==> config.mk <==
export PLATFORM = sky130hd
export DESIGN_NAME = sram_port_arbiter_flat
export DESIGN_NICKNAME = d
export VERILOG_FILES = /design/src/rtl/sram_port_arbiter_if.sv /design/src/rtl/sram_port_arbiter.sv /design/src/flat_wrapper.sv
export SDC_FILE = /design/constraint.sdc
export NUM_CORES = 1
export LEC_CHECK = 0
export CORE_AREA = 2 2 120 122
export DETAILED_ROUTE_END_ITERATION = 6
export DIE_AREA = 0 0 122 124
export GPL_ROUTABILITY_DRIVEN = 0
export SYNTH_ARGS = -nofsm -noshare
export SYNTH_HDL_FRONTEND = slang
export SYNTH_SLANG_ARGS = --single-unit
==> constraint.sdc <==
create_clock -name clk -period 2.89 [get_ports clk]
set_clock_uncertainty 0.2 [all_clocks]
set_input_delay 0.4335 -clock clk [delete_from_list [all_inputs] [get_ports clk]]
set_output_delay 0.4335 -clock clk [all_outputs]
set_load 0.01 [all_outputs]
==> src/rtl/sram_port_arbiter_if.sv <==
// ---------------------------------------------------------------------------
// sram_port_arbiter_if
// Purpose : bundles the two SRAM-like master ports (inst_*, data_*) and the
//           shared bridge port (bus_*) of sram_port_arbiter.
// Modports:
//   slave  - arbiter view: master requests and bridge responses in,
//            master handshakes/read data and bridge request out.
//   master - environment view (masters plus bridge), directions mirrored.
// ---------------------------------------------------------------------------
interface sram_port_arbiter_if;

   // instruction-fetch master
   logic        inst_req;
   logic        inst_wr;
   logic [1:0]  inst_size;
   logic [31:0] inst_addr;
   logic [31:0] inst_wdata;
   logic        inst_addr_ok;
   logic        inst_data_ok;
   logic [31:0] inst_rdata;

   // MEM-stage data master
   logic        data_req;
   logic        data_wr;
   logic [1:0]  data_size;
   logic [31:0] data_addr;
   logic [31:0] data_wdata;
   logic        data_addr_ok;
   logic        data_data_ok;
   logic [31:0] data_rdata;

   // shared bridge port
   logic        bus_req;
   logic        bus_wr;
   logic [1:0]  bus_size;
   logic [31:0] bus_addr;
   logic [31:0] bus_wdata;
   logic [31:0] bus_rdata;
   logic        bus_addr_ok;
   logic        bus_data_ok;

   modport slave (
      input  inst_req, inst_wr, inst_size, inst_addr, inst_wdata,
      input  data_req, data_wr, data_size, data_addr, data_wdata,
      input  bus_rdata, bus_addr_ok, bus_data_ok,
      output inst_addr_ok, inst_data_ok, inst_rdata,
      output data_addr_ok, data_data_ok, data_rdata,
      output bus_req, bus_wr, bus_size, bus_addr, bus_wdata
   );

   modport master (
      output inst_req, inst_wr, inst_size, inst_addr, inst_wdata,
      output data_req, data_wr, data_size, data_addr, data_wdata,
      output bus_rdata, bus_addr_ok, bus_data_ok,
      input  inst_addr_ok, inst_data_ok, inst_rdata,
      input  data_addr_ok, data_data_ok, data_rdata,
      input  bus_req, bus_wr, bus_size, bus_addr, bus_wdata
   );

endinterface

==> src/rtl/sram_port_arbiter.sv <==
// ---------------------------------------------------------------------------
// sram_port_arbiter
// Purpose : shares one SRAM-like bridge port between the instruction-fetch
//           master and the data master, one transaction at a time
//           (address phase, then data phase). Data has priority; after
//           STARVE_LIMIT consecutive data grants with inst pending, inst wins.
// Ports   :
//   clk  - clock, rising edge
//   rst  - asynchronous active-high reset
//   sif  - sram_port_arbiter_if.slave (inst_*, data_*, bus_* signals)
// ---------------------------------------------------------------------------
module sram_port_arbiter #(
   parameter int unsigned STARVE_LIMIT = 4   // legal range 1..15
) (
   input logic                clk,
   input logic                rst,
   sram_port_arbiter_if.slave sif
);

   localparam int unsigned STREAK_W = 4;

   typedef enum logic [1:0] {
      S_IDLE = 2'd0,
      S_ADDR = 2'd1,
      S_DATA = 2'd2
   } state_t;

   state_t              r_state;
   logic                r_owner;    // 0 = inst, 1 = data
   logic [STREAK_W-1:0] r_streak;   // consecutive data grants while inst waits

   logic w_arb;
   logic w_starved;
   logic w_win_data;
   logic w_win_inst;

   // Arbitration happens when idle or on the cycle the current transfer ends.
   assign w_arb      = (r_state == S_IDLE) || ((r_state == S_DATA) && sif.bus_data_ok);
   assign w_starved  = sif.inst_req && (r_streak == STREAK_W'(STARVE_LIMIT));
   assign w_win_data = sif.data_req && !w_starved;
   assign w_win_inst = !w_win_data && sif.inst_req;

   // State, owner and starvation streak.
   always_ff @(posedge clk or posedge rst) begin
      if (rst) begin
         r_state  <= S_IDLE;
         r_owner  <= 1'b0;
         r_streak <= '0;
      end else begin
         case (r_state)
            S_IDLE, S_DATA: begin
               if (w_arb) begin
                  if (w_win_data) begin
                     r_state <= S_ADDR;
                     r_owner <= 1'b1;
                     if (!sif.inst_req)
                        r_streak <= '0;
                     else if (r_streak != STREAK_W'(STARVE_LIMIT))
                        r_streak <= r_streak + STREAK_W'(1);
                  end else if (w_win_inst) begin
                     r_state  <= S_ADDR;
                     r_owner  <= 1'b0;
                     r_streak <= '0;
                  end else begin
                     r_state <= S_IDLE;
                  end
               end
            end
            S_ADDR: begin
               if (sif.bus_addr_ok)
                  r_state <= S_DATA;
            end
            default: r_state <= S_IDLE;
         endcase
      end
   end

   // Bridge request mux and handshake routing back to the owner only.
   always_comb begin
      sif.bus_req      = 1'b0;
      sif.bus_wr       = 1'b0;
      sif.bus_size     = 2'd0;
      sif.bus_addr     = 32'd0;
      sif.bus_wdata    = 32'd0;
      sif.inst_addr_ok = 1'b0;
      sif.data_addr_ok = 1'b0;
      sif.inst_data_ok = 1'b0;
      sif.data_data_ok = 1'b0;
      sif.inst_rdata   = sif.bus_rdata;
      sif.data_rdata   = sif.bus_rdata;

      if (r_state == S_ADDR) begin
         sif.bus_req = 1'b1;
         if (r_owner) begin
            sif.bus_wr       = sif.data_wr;
            sif.bus_size     = sif.data_size;
            sif.bus_addr     = sif.data_addr;
            sif.bus_wdata    = sif.data_wdata;
            sif.data_addr_ok = sif.bus_addr_ok;
         end else begin
            sif.bus_wr       = sif.inst_wr;
            sif.bus_size     = sif.inst_size;
            sif.bus_addr     = sif.inst_addr;
            sif.bus_wdata    = sif.inst_wdata;
            sif.inst_addr_ok = sif.bus_addr_ok;
         end
      end

      if (r_state == S_DATA) begin
         if (r_owner)
            sif.data_data_ok = sif.bus_data_ok;
         else
            sif.inst_data_ok = sif.bus_data_ok;
      end
   end

endmodule
==> src/flat_wrapper.sv <==
// flat-port wrapper written by rule: the top's interface ports become plain ports
module sram_port_arbiter_flat 
#(
   parameter int unsigned STARVE_LIMIT = 4                       
)
  (clk, rst, sif_inst_req, sif_inst_wr, sif_inst_size, sif_inst_addr, sif_inst_wdata, sif_data_req, sif_data_wr, sif_data_size, sif_data_addr, sif_data_wdata, sif_bus_rdata, sif_bus_addr_ok, sif_bus_data_ok, sif_inst_addr_ok, sif_inst_data_ok, sif_inst_rdata, sif_data_addr_ok, sif_data_data_ok, sif_data_rdata, sif_bus_req, sif_bus_wr, sif_bus_size, sif_bus_addr, sif_bus_wdata);
  sram_port_arbiter_if sif_i ();
  input logic clk;
  input logic rst;
  input wire logic [$bits(sif_i.inst_req)-1:0] sif_inst_req;
  input wire logic [$bits(sif_i.inst_wr)-1:0] sif_inst_wr;
  input wire logic [$bits(sif_i.inst_size)-1:0] sif_inst_size;
  input wire logic [$bits(sif_i.inst_addr)-1:0] sif_inst_addr;
  input wire logic [$bits(sif_i.inst_wdata)-1:0] sif_inst_wdata;
  input wire logic [$bits(sif_i.data_req)-1:0] sif_data_req;
  input wire logic [$bits(sif_i.data_wr)-1:0] sif_data_wr;
  input wire logic [$bits(sif_i.data_size)-1:0] sif_data_size;
  input wire logic [$bits(sif_i.data_addr)-1:0] sif_data_addr;
  input wire logic [$bits(sif_i.data_wdata)-1:0] sif_data_wdata;
  input wire logic [$bits(sif_i.bus_rdata)-1:0] sif_bus_rdata;
  input wire logic [$bits(sif_i.bus_addr_ok)-1:0] sif_bus_addr_ok;
  input wire logic [$bits(sif_i.bus_data_ok)-1:0] sif_bus_data_ok;
  output wire logic [$bits(sif_i.inst_addr_ok)-1:0] sif_inst_addr_ok;
  output wire logic [$bits(sif_i.inst_data_ok)-1:0] sif_inst_data_ok;
  output wire logic [$bits(sif_i.inst_rdata)-1:0] sif_inst_rdata;
  output wire logic [$bits(sif_i.data_addr_ok)-1:0] sif_data_addr_ok;
  output wire logic [$bits(sif_i.data_data_ok)-1:0] sif_data_data_ok;
  output wire logic [$bits(sif_i.data_rdata)-1:0] sif_data_rdata;
  output wire logic [$bits(sif_i.bus_req)-1:0] sif_bus_req;
  output wire logic [$bits(sif_i.bus_wr)-1:0] sif_bus_wr;
  output wire logic [$bits(sif_i.bus_size)-1:0] sif_bus_size;
  output wire logic [$bits(sif_i.bus_addr)-1:0] sif_bus_addr;
  output wire logic [$bits(sif_i.bus_wdata)-1:0] sif_bus_wdata;
  assign sif_i.inst_req = sif_inst_req;
  assign sif_i.inst_wr = sif_inst_wr;
  assign sif_i.inst_size = sif_inst_size;
  assign sif_i.inst_addr = sif_inst_addr;
  assign sif_i.inst_wdata = sif_inst_wdata;
  assign sif_i.data_req = sif_data_req;
  assign sif_i.data_wr = sif_data_wr;
  assign sif_i.data_size = sif_data_size;
  assign sif_i.data_addr = sif_data_addr;
  assign sif_i.data_wdata = sif_data_wdata;
  assign sif_i.bus_rdata = sif_bus_rdata;
  assign sif_i.bus_addr_ok = sif_bus_addr_ok;
  assign sif_i.bus_data_ok = sif_bus_data_ok;
  assign sif_inst_addr_ok = sif_i.inst_addr_ok;
  assign sif_inst_data_ok = sif_i.inst_data_ok;
  assign sif_inst_rdata = sif_i.inst_rdata;
  assign sif_data_addr_ok = sif_i.data_addr_ok;
  assign sif_data_data_ok = sif_i.data_data_ok;
  assign sif_data_rdata = sif_i.data_rdata;
  assign sif_bus_req = sif_i.bus_req;
  assign sif_bus_wr = sif_i.bus_wr;
  assign sif_bus_size = sif_i.bus_size;
  assign sif_bus_addr = sif_i.bus_addr;
  assign sif_bus_wdata = sif_i.bus_wdata;
  sram_port_arbiter #(.STARVE_LIMIT(STARVE_LIMIT)) u_core (.clk(clk), .rst(rst), .sif(sif_i));
endmodule
==> impl_metrics.tcl <==
set metrics [dict create \
    outcome "finished, final reports clean" \
    ys_types 27 \
    avgSynthCellArea_sq_um 7.410 \
    yosysTopAreaCellShare 0.3522 \
    grt_start_max_net_pins 73 \
    worstSetupPathType "register to output port" \
    timing_hold_violations_final 0 \
    die_w_um 122 \
    yosysTopAreaCell "mux2i_1" \
    drt_iter0_drc 22 \
    drcViolationCount 0 \
    synth-seq-cells 7 \
    grt_pass1_vias 2086 \
    reg2regPathDepth 5 \
    synth-xor-area-share 0 \
    fin_area_sq_um 3795 \
    ys_seq_area_frac 0.09198 \
    cts_hold_buf 0 \
    ys_warn_count 0 \
    synth_edf_count 0 \
    core_region_area_sq_um 13720 \
    io_buffers 211 \
    pre_cts_slack_ps 327.0 \
    rsz0062_at_grt "no" \
    arrival_ps 1970 \
    swShare 0.4127 \
    setup_violations 0 \
    fin_crit_ps 2608 \
    synth_async_sr_flop_share 1.000 \
    synthAdderAreaFrac 0.01314 \
    startpoint_type "register" \
    wirelength_um 7414 \
    p_clk_frac 0.086 \
    synth_most_common_cell "nor2_1" \
    yosys-top-cells-count "nor2_1, mux2i_1, buf_4, buf_2, dfrtp_1" \
    cts_buffer_depth 2 \
    io_pins 308 \
    cts_made_buffers 3 \
    worstHoldPathType "input pin to async pin" \
    worst_pin_slew_ps 494.1 \
    maxCapViolations 0 \
    diodes 0 \
    multi_input_area_sq_um 1146 \
    fp.dieH_um 124 \
    hpwl_um 6240 \
    placed_area_sq_um 3716 \
    firstDrtPassIters 4 \
    grt_pass1_wl_um 10230 \
    cp-end-kind "output port" \
    syn_to_final_growth_pct 99.28 \
    synth.mux.area_fraction 0.3581 \
    p_total_mw 2.788 \
    routedWlPerCell_um 12.92 \
    fillers 1458 \
    maxSlewHeadroom 0.6706 \
    crit_path_max_fanout 32 \
    synth-main-ff-cell "dfrtp_1" \
    synth_top_family_by_area "multiplexers" \
    syn-num-nets 431 \
    rows 43 \
    switchingPower_mw 1.151 \
    clock_latency_ps 230 \
    antenna_left 0 \
    track_usage 0.08454 \
    dieArea_sq_um 15130 \
    setup_ws_ps 282.0 \
    via_per_inst 3.760 \
    grt.overflow.total 0 \
    seq_area_sq_um 178.9 \
    leakage_nw 1.548 \
    fmax_mhz 383.4 \
    pwr-share-seq 0.068 \
    power_density_nw_per_um2 734.8 \
    antenna_found_initial 0 \
    vias 2158 \
    fin_nets 569 \
    cts-root-buf "clkbuf_16" \
    holdWs_ps 234.9 \
    synthSimpleGateAreaFrac 0.1958 \
    cts_setup_buffers 0 \
    drive_above_1_share 0.02792 \
    synth_compound_area_frac 0.03351 \
    start_util 0.1388 \
    htreeDepth 1 \
    report.final.slew_viol_count 0 \
    cts.clk_slew.worst_paths_ps 40 \
    tns_ps 0 \
    ys_top_cells_by_area "mux2i_1, buf_4, nor2_1" \
    netlist_instances 257 \
    syn_area_sq_um 1904 \
    required_ps 2260 \
    cts_tree "done" \
    finalCritPeriodShare 0.9024 \
    p_int_mw 1.638 \
    ir_drop_v 0.0004795 \
    cts_sinks 7 \
    p_comb_frac 0.846 \
    post_cts_resize_count 0 \
]
[routing by layer]
metal | track usage | share of wire | up-vias
li1 | - | - | 1064
met1 | 0.09274 | 0.36 | 934
met2 | 0.1498 | 0.47 | 137
met3 | 0.02885 | 0.13 | 23
met4 | 0.03376 | 0.034 | 0
met5 | 0 | 0 | -
[stage by stage]
step / instances / utilization
5_1_grt: 574 / 0.2766
2_1_floorplan: 257 / -
3_3_place_gp: 570 / 0.2709
4_1_cts: 574 / 0.2766
6_report: 574 / 0.2766
3_5_place_dp: 570 / 0.2709
[registers in the layout, summed over array words and instances, names as in the netlist]
signal,cells
u_core.r_streak,4
u_core.r_owner,1
u_core.r_state,2
[cells in the final DEF (no fill, tap or decap)]
master,Yosys,final
o21ai_0,2,2
buf_12,0,1
nand3_1,1,1
or3_4,1,1
nor2b_4,1,1
clkdlybuf4s50_1,0,211
nand2b_2,0,1
nand2b_1,3,2
clkbuf_16,0,3
o31a_1,1,1
o32ai_1,1,1
dfrtp_1,7,6
nor2_1,69,69
and4b_1,1,1
inv_1,5,5
mux2i_1,67,67
and3_1,1,1
nor3_1,3,3
buf_4,64,2
dfrtp_4,0,1
and4_1,1,1
nor3b_1,1,1
a32o_1,1,1
ha_1,2,2
a211o_1,1,1
a22o_1,2,2
nor4_1,1,1
mux2_2,1,1
nand2_1,3,3
clkbuf_1,4,1
[worst paths after layout]
check	from	to	slack, ps
worst max-delay path	u_core.r_state[0]	sif_data_addr_ok	280
worst min-delay path	rst	u_core.r_streak[2]	230
worst max register to register	u_core.r_streak[0]	u_core.r_streak[0]	1290
worst min register to register	u_core.r_streak[2]	u_core.r_streak[2]	350
max in group asynchronous	rst	u_core.r_owner	2010
min in group clk	u_core.r_streak[2]	u_core.r_streak[2]	350
[cell type report]
class | count | area share
Multi-Input combinational cell | 164 | 0.3020
Timing Repair Buffer | 214 | 0.5658
Tap cell | 180 | 0.05935
Inverter | 5 | 0.004946
Sequential cell | 7 | 0.04715
Clock buffer | 4 | 0.02077
[cells by family (layout without fill, tap and decap cells)]
group                    count (synthesis)  count (layout)
multiplexers                            68              68
AND/OR/NAND/NOR                         86              86
adder cells (fa/ha/maj)                  2               2
AO/OA/AOI/OAI                            8               8
buffers and inverters                   86             223
flip-flops                               7               7
[power groups by stage]
stage | clock, mW | sequential, mW | combinational (mW)
floorplan | 0 | 0.160 | 1.35
global placement | 0 | 0.192 | 2.35
detailed placement | 0 | 0.194 | 2.38
CTS | 0.242 | 0.193 | 2.39
global route | 0.248 | 0.200 | 2.53
finish | 0.238 | 0.191 | 2.36
[worst max-delay path, stage by stage (launching register included)]
cell and delay (ps):
dfrtp_1 480, nand2b_2 150, buf_4 320, inv_1 120, and3_1 200, clkdlybuf4s50_1 470
Power figures use the tool's default switching activity.
